## config.mk

```make
export PLATFORM = sky130hd
export DESIGN_NAME = flag_unit
export DESIGN_NICKNAME = d
export VERILOG_FILES = /design/src/rtl/flag_unit_pkg.sv /design/src/rtl/flag_compute.sv /design/src/rtl/flag_unit.sv
export SDC_FILE = /design/constraint.sdc
export NUM_CORES = 1
export LEC_CHECK = 0
export CORE_MARGIN = 5
export CORE_UTILIZATION = 32
export DETAILED_ROUTE_END_ITERATION = 8
export PLACE_DENSITY = 0.78
export SLEW_MARGIN = 5
export SYNTH_ARGS = -nofsm -noshare
export SYNTH_HDL_FRONTEND = slang
export SYNTH_SLANG_ARGS = --single-unit
```

## constraint.sdc

```tcl
create_clock -name clk -period 1.19 [get_ports clk]
set_input_delay 0.1785 -clock clk [delete_from_list [all_inputs] [get_ports clk]]
set_output_delay 0.1785 -clock clk [all_outputs]
set_load 0.01 [all_outputs]
```

## src/rtl/flag_unit_pkg.sv

```systemverilog
// Shared definitions for the condition-flag producer: opcodes, flag bit
// positions and the per-opcode flag-write mask.
package flag_unit_pkg;

  localparam logic [3:0] OP_ADD    = 4'b0000;
  localparam logic [3:0] OP_SUB    = 4'b0001;
  localparam logic [3:0] OP_XOR    = 4'b0010;
  localparam logic [3:0] OP_RED    = 4'b0011;
  localparam logic [3:0] OP_SLL    = 4'b0100;
  localparam logic [3:0] OP_SRA    = 4'b0101;
  localparam logic [3:0] OP_ROR    = 4'b0110;
  localparam logic [3:0] OP_PADDSB = 4'b0111;
  localparam logic [3:0] OP_LW     = 4'b1000;
  localparam logic [3:0] OP_SW     = 4'b1001;
  localparam logic [3:0] OP_LLB    = 4'b1010;
  localparam logic [3:0] OP_LHB    = 4'b1011;
  localparam logic [3:0] OP_B      = 4'b1100;
  localparam logic [3:0] OP_BR     = 4'b1101;
  localparam logic [3:0] OP_PCS    = 4'b1110;
  localparam logic [3:0] OP_HLT    = 4'b1111;

  localparam int FLAG_Z = 2;
  localparam int FLAG_V = 1;
  localparam int FLAG_N = 0;

  // Write mask {mZ,mV,mN}: arithmetic writes all flags, logic/shift writes Z only.
  function automatic logic [2:0] flag_mask(input logic [3:0] opcode);
    logic [2:0] m;
    case (opcode)
      OP_ADD, OP_SUB:                 m = 3'b111;
      OP_XOR, OP_SLL, OP_SRA, OP_ROR: m = 3'b100;
      default:                        m = 3'b000;
    endcase
    return m;
  endfunction

  // Per-bit overlay of an update onto a base flag vector.
  function automatic logic [2:0] flag_merge(input logic [2:0] base,
                                            input logic [2:0] mask,
                                            input logic [2:0] value);
    return (base & ~mask) | (value & mask);
  endfunction

endpackage

```

## src/rtl/flag_compute.sv

```systemverilog
// Combinational flag generation for the EX instruction: write mask plus
// the candidate {Z,V,N} values derived from the ALU result.
module flag_compute
  import flag_unit_pkg::*;
#(
  parameter int DATA_W = 16
) (
  input  logic [3:0]        opcode,
  input  logic [DATA_W-1:0] result,
  input  logic              ovfl,
  output logic [2:0]        mask,
  output logic [2:0]        value
);

  // Mask lookup and raw flag values; V is only written by ADD/SUB via the mask.
  always_comb begin
    mask          = flag_mask(opcode);
    value         = 3'b000;
    value[FLAG_Z] = (result == {DATA_W{1'b0}});
    value[FLAG_V] = ovfl;
    value[FLAG_N] = result[DATA_W-1];
  end

endmodule

```

## src/rtl/flag_unit.sv

```systemverilog
// Condition-flag producer: stages EX flag updates for one cycle, commits them
// architecturally, forwards pending updates to ID and flags branch hazards.
module flag_unit
  import flag_unit_pkg::*;
#(
  parameter int DATA_W = 16
) (
  input  logic              clk,
  input  logic              rst,
  input  logic              ex_valid,
  input  logic [3:0]        ex_opcode,
  input  logic [DATA_W-1:0] ex_result,
  input  logic              ex_ovfl,
  input  logic              flush_ex,
  input  logic              stall,
  input  logic              id_is_branch,
  output logic [2:0]        flags,
  output logic              flag_hazard
);

  logic [2:0] arch_flags_r;
  logic       pend_valid_r;
  logic [2:0] pend_mask_r;
  logic [2:0] pend_flags_r;

  logic [2:0] ex_mask_s;
  logic [2:0] ex_flags_s;
  logic [2:0] merged_s;
  logic       capture_s;

  flag_compute #(.DATA_W(DATA_W)) u_compute (
    .opcode (ex_opcode),
    .result (ex_result),
    .ovfl   (ex_ovfl),
    .mask   (ex_mask_s),
    .value  (ex_flags_s)
  );

  // The forwarded view equals the value committed at the next unstalled edge,
  // so one merge serves both the flags output and the commit path.
  always_comb begin
    capture_s = ex_valid & ~flush_ex & (ex_mask_s != 3'b000);
    if (pend_valid_r) begin
      merged_s = flag_merge(arch_flags_r, pend_mask_r, pend_flags_r);
    end else begin
      merged_s = arch_flags_r;
    end
    flags       = merged_s;
    flag_hazard = id_is_branch & capture_s;
  end

  // Architectural flags and one-deep staging register; stall freezes both.
  always_ff @(posedge clk) begin
    if (rst) begin
      arch_flags_r <= 3'b000;
      pend_valid_r <= 1'b0;
      pend_mask_r  <= 3'b000;
      pend_flags_r <= 3'b000;
    end else if (!stall) begin
      arch_flags_r <= merged_s;
      pend_valid_r <= capture_s;
      pend_mask_r  <= ex_mask_s;
      pend_flags_r <= ex_flags_s;
    end else begin
      arch_flags_r <= arch_flags_r;
      pend_valid_r <= pend_valid_r;
      pend_mask_r  <= pend_mask_r;
      pend_flags_r <= pend_flags_r;
    end
  end

endmodule

```

Word level (Yosys, flattened, before mapping)
Index checks and enable logic that the tools add are counted.
{ "classes": {"eq_ne": 5, "muxes": 2, "n_bitwise": 8, "n_reduce_logical": 5} }
{ "ops": {"columns": ["cell", "count"], "rows": [
  ["16-bit logical NOT", 1],
  ["4-bit by 3-bit equality test with 1-bit output, second input constant", 3],
  ["3-bit bitwise AND", 2],
  ["3-bit case mux with 2 select lines", 1],
  ["4-bit by 1-bit equality test with 1-bit output, second input constant", 1],
  ["4-bit by 2-bit equality test with 1-bit output, second input constant", 1],
  ["4-bit logical NOT", 1],
  ["4-bit OR reduction", 1],
  ["1-bit bitwise AND", 3],
  ["3-bit two-way mux", 1],
  ["3-bit inverter", 1],
  ["3-bit bitwise OR", 1],
  ["3-bit nonzero test", 1],
  ["2-bit OR reduction", 1],
  ["1-bit inverter", 1]
]} }
{ "word_totals": {"register_bits": 10, "in_bits": 27, "out_inout_bits": 4} }

Logic depth before layout (Yosys ltp)
{ "logic_depth": {"depth_word": 6, "mapped_depth": 4, "mapped_depth_nobuf": 3} }

Hierarchy
A second synthesis with hierarchy kept.
{ "hier_totals": {"hier_cells": 57, "area_unflattened_um2": 548.0} }
{ "by_module_without_submodules": {"columns": ["mod", "n_inst", "cells_per_inst", "area_per_inst_um2"], "rows": [
  ["flag_unit", 1, 47, 481.7],
  ["flag_compute", 1, 10, 66.3]
]} }

Worst setup path before layout
OpenSTA, ideal clock, no wires.
{ "synth_timing": {"kind": "register to register", "startpoint": "register pend_valid_r", "endpoint": "register arch_flags_r[0]", "setup_ns": 0.116, "arrival_ns": 0.943, "required_ns": 1.074, "setup_slack_ns": 0.131, "path_stages_with_launch": 4, "period_less_slack_ns": 1.059, "path_cell_list": "dfxtp_1 -> nand2_1 -> mux2_2 -> o211a_1"} }
{ "synth_via": {"elab_chain_len": 1} }
{ "synth_lines": {"columns": ["element", "line", "source"], "rows": [
  ["from (decl)", "flag_unit.sv:22", "logic pend_valid_r;"],
  ["from (signal assigned)", "flag_unit.sv:61", "pend_valid_r <= capture_s;"],
  ["from (signal assigned)", "flag_unit.sv:66", "pend_valid_r <= pend_valid_r;"],
  ["3-bit two-way mux", "flag_unit.sv:43", "if (pend_valid_r) begin"],
  ["via flags[0]", "flag_unit.sv:17", "output logic [2:0] flags,"],
  ["to (signal assigned)", "flag_unit.sv:60", "arch_flags_r <= merged_s;"],
  ["to (signal assigned)", "flag_unit.sv:65", "arch_flags_r <= arch_flags_r;"],
  ["to (decl)", "flag_unit.sv:21", "logic [2:0] arch_flags_r;"]
]} }
The timed path passes the listed nets, and every way through them passes these cells.
A chain may end at the register's enable or synchronous reset.

Final worst setup path
{ "layout_timing": {"startpoint": "register pend_valid_r", "endpoint": "output flags[0]"} }
{ "layout_via": {"elab_chain_len": 1} }
{ "layout_lines": {"columns": ["element", "line"], "rows": [
  ["3-bit two-way mux", "flag_unit.sv:43"],
  ["to (decl)", "flag_unit.sv:17"]
]} }
No other way between the ends.

==> impl_metrics.env <==
export IMPL_cts_root_buffer="clkbuf_4"
export IMPL_status="finished with violations"
export IMPL_violations="negative setup slack"
export IMPL_rr_endpoint="arch_flags_r[0]"
export IMPL_viasPerCell=4.96
export IMPL_grt_pass1_vias=473
export IMPL_maxSlewViolCount=0
export IMPL_numCtsBuffers=3
export IMPL_vdd_drop_max_uv=550
export IMPL_tns_ps=-311
export IMPL_startpoint="pend_valid_r"
export IMPL_async_flop_share_pct=0
export IMPL_synth_simple_area_share_pct=26.8
export IMPL_synthAdderAreaFrac_pct=0
export IMPL_cp_top_family="flip-flops"
export IMPL_synth_top_area_share_pct=42.9
export IMPL_grt_max_degree=9
export IMPL_synthDistinctLibCells=17
export IMPL_fp_coreArea_mm2=0.00127
export IMPL_finalWeightedCongestion=0.655
export IMPL_synthCells=45
export IMPL_areaGrowthSynthToFinish_pct=94.9
export IMPL_worstReg2RegStart="pend_valid_r"
export IMPL_syn_area_per_cell_um2=9.34
export IMPL_antenna_found_initial=0
export IMPL_path_cells="nand2_4, mux2_4, buf_6"
export IMPL_dieHeight_um=46.2
export IMPL_fillers=98
export IMPL_die_area_mm2=0.00214
export IMPL_rrSetupSlack_ps=150
export IMPL_fp_dieW_um=46.2
export IMPL_slowest_delay_ps=360
export IMPL_relSlewSlack_pct=81.4
export IMPL_critical_path_max_fanout=3
export IMPL_crit_end="flags[0]"
export IMPL_io_buffers=30
export IMPL_finalHoldViolCount=0
export IMPL_grt_use_total_pct=11.9
export IMPL_period_share_pct=110
export IMPL_path_buf_inv=1
export IMPL_clk_pin_slew_ps=60
export IMPL_cp_required_ps=1010
export IMPL_crit_path_top_delay_cell="dfxtp_4"
export IMPL_finalSetupViolCount=3
export IMPL_max_cap_violations=0
export IMPL_synth_top_family_by_area="simple AND/OR/NAND/NOR gates"
export IMPL_final_util_pct=64.6
export IMPL_cp_start_kind="flop"
export IMPL_dp_cells=92
export IMPL_worstHoldPathType="input pin to flop"
export IMPL_drtIter0Drc=1
export IMPL_finalPower_uw=730
export IMPL_final_nets=110
export IMPL_synth_most_common_cell="dfxtp_1"
export IMPL_dp_final_hpwl_um=896
export IMPL_setup_ws_ps=-116
export IMPL_wl_mm=1.17
export IMPL_diodes=0
export IMPL_p_per_area_mw_per_mm2=890
export IMPL_synth_compound_area_share_pct=12.2
export IMPL_criticalPathCategory="flop to output pin"
export IMPL_synth_mux_area_fraction_pct=15.2
export IMPL_cts_tree="built"
export IMPL_yosys_top_cells_count="dfxtp_1, nor2_1, nand2_1, nor4_1"
export IMPL_synth_seq_cells=9
export IMPL_clk_latency_ps=260
export IMPL_synth_nets=72
export IMPL_grt_pass1_wl_mm=1.77
export IMPL_start_util_pct=33.1
export IMPL_finalClockSkew_ps=2.34
export IMPL_tightest_slew_ps=276
export IMPL_min_period_ps=1310
export IMPL_synth_edff_count=0
export IMPL_rows=13
export IMPL_cp_arrival_ps=1130
export IMPL_rsz0062_at_grt="true"
export IMPL_wl_per_cell_um=12.1
export IMPL_vias=481
export IMPL_ys_seq_area_share_pct=42.9
export IMPL_overflow=0
export IMPL_max_freq_mhz=766
export IMPL_drtAntennaViolNets=0
export IMPL_instances_no_fill=97
export IMPL_worstSetupEndpointType="output pin"
export IMPL_cts_max_level=1
export IMPL_ios=31
export IMPL_synth_xor_area_share_pct=0
export IMPL_reg2reg_depth=3
export IMPL_synth_warnings=0
export IMPL_synthTopCellsByArea="dfxtp_1, mux2_2, mux2i_1"
export IMPL_critical_path_depth=3
export IMPL_drive_gt1_share_pct=24.4
export IMPL_synth_top_area_cell="dfxtp_1"
export IMPL_clock_sinks=9
export IMPL_dr_pass1_iters=3
export IMPL_power_leakage_nw=0.383
export IMPL_clk_path_buf_depth=2
export IMPL_synth_ff_type="dfxtp_1"
export IMPL_drcViolationCount=0
export IMPL_synthesis_area_um2=420
report_power, final:
group | internal, mW | total, mW | leakage, nW | switching (mW)
Clock | 0.129 | 0.237 | 0.0150 | 0.107
Sequential | 0.314 | 0.321 | 0.0750 | 0.00787
Combinational | 0.122 | 0.171 | 0.292 | 0.0497
kinds of logic after synthesis:
| family | after synthesis |
|---|---|
| AOI/OAI and AO/OA | 7 |
| buffers and inverters | 3 |
| DFF | 9 |
| muxes | 6 |
| and+or+nand+nor | 20 |
cell usage in the layout (no fill, tap or decap), types with 2 or more instances in the layout:
cell type        synthesis  routed
clkbuf_4                 0       3
mux2i_1                  3       3
dfxtp_1                  9       7
o211a_1                  3       3
nand2_1                  4       2
dlygate4sd2_1            0       3
a21oi_1                  3       2
nor4_1                   4       4
mux2_4                   0       3
nand2b_1                 3       3
buf_4                    0       5
nor2_1                   5       5
clkdlybuf4s50_1          0      23
buf_6                    0       3
worst min path at each step:
stage	startpoint	slack (ps)	end	cells past startpoint
floorplan	ex_result[15]	320	pend_flags_r[0]	2
global placement	pend_flags_r[2]	470	pend_flags_r[2]	2
detailed placement	pend_flags_r[2]	470	pend_flags_r[2]	2
CTS	ex_opcode[3]	390	pend_mask_r[1]	4
global route	ex_opcode[1]	470	pend_mask_r[1]	4
finish	ex_opcode[3]	410	pend_mask_r[1]	4
what timing repair did:
action / 4_1_cts / 5_1_grt
buffers inserted: 1 / 0
gates resized for setup: 29 / 3
pin swaps: 3 / 2
endpoints found under the setup margin: 4 / 3
hold buffers: 0 / 0
tightest hold or removal path, cell delays in order:
cell	delay (ps)
dlygate4sd2_1	230
nor4_1	60
a21oi_1	120
nor2_1	50
layout make-up:
type | count | area (µm²) | area share, %
clock buffers | 4 | 26.3 | 3.21
repair buffers | 35 | 333 | 40.6
inverters | 1 | 3.75 | 0.458
multi-input cells | 33 | 253 | 30.8
flip-flops and latches | 9 | 185 | 22.6
well taps | 15 | 18.8 | 2.29
layer usage:
layer,vias up,track usage (%),routed length [µm]
met3,2,3.91,185
met5,-,0,0
li1,242,-,-
met4,0,8.52,14
met1,205,11.8,438
met2,32,20.3,535
stage by stage:
stage	cell area [µm²]	setup slack [ps]	hold WS (ps)
floorplan	420	131	322
global placement	761	-476	468
detailed placement	761	-507	471
CTS	810	-120	393
global route	820	-147	468
finish	820	-116	409
flip-flops by register name, indices dropped and copies added, names as in the netlist:
name / count
pend_mask_r: 2
arch_flags_r: 3
pend_flags_r: 3
pend_valid_r: 1
(Power assumes the default switching activity.)
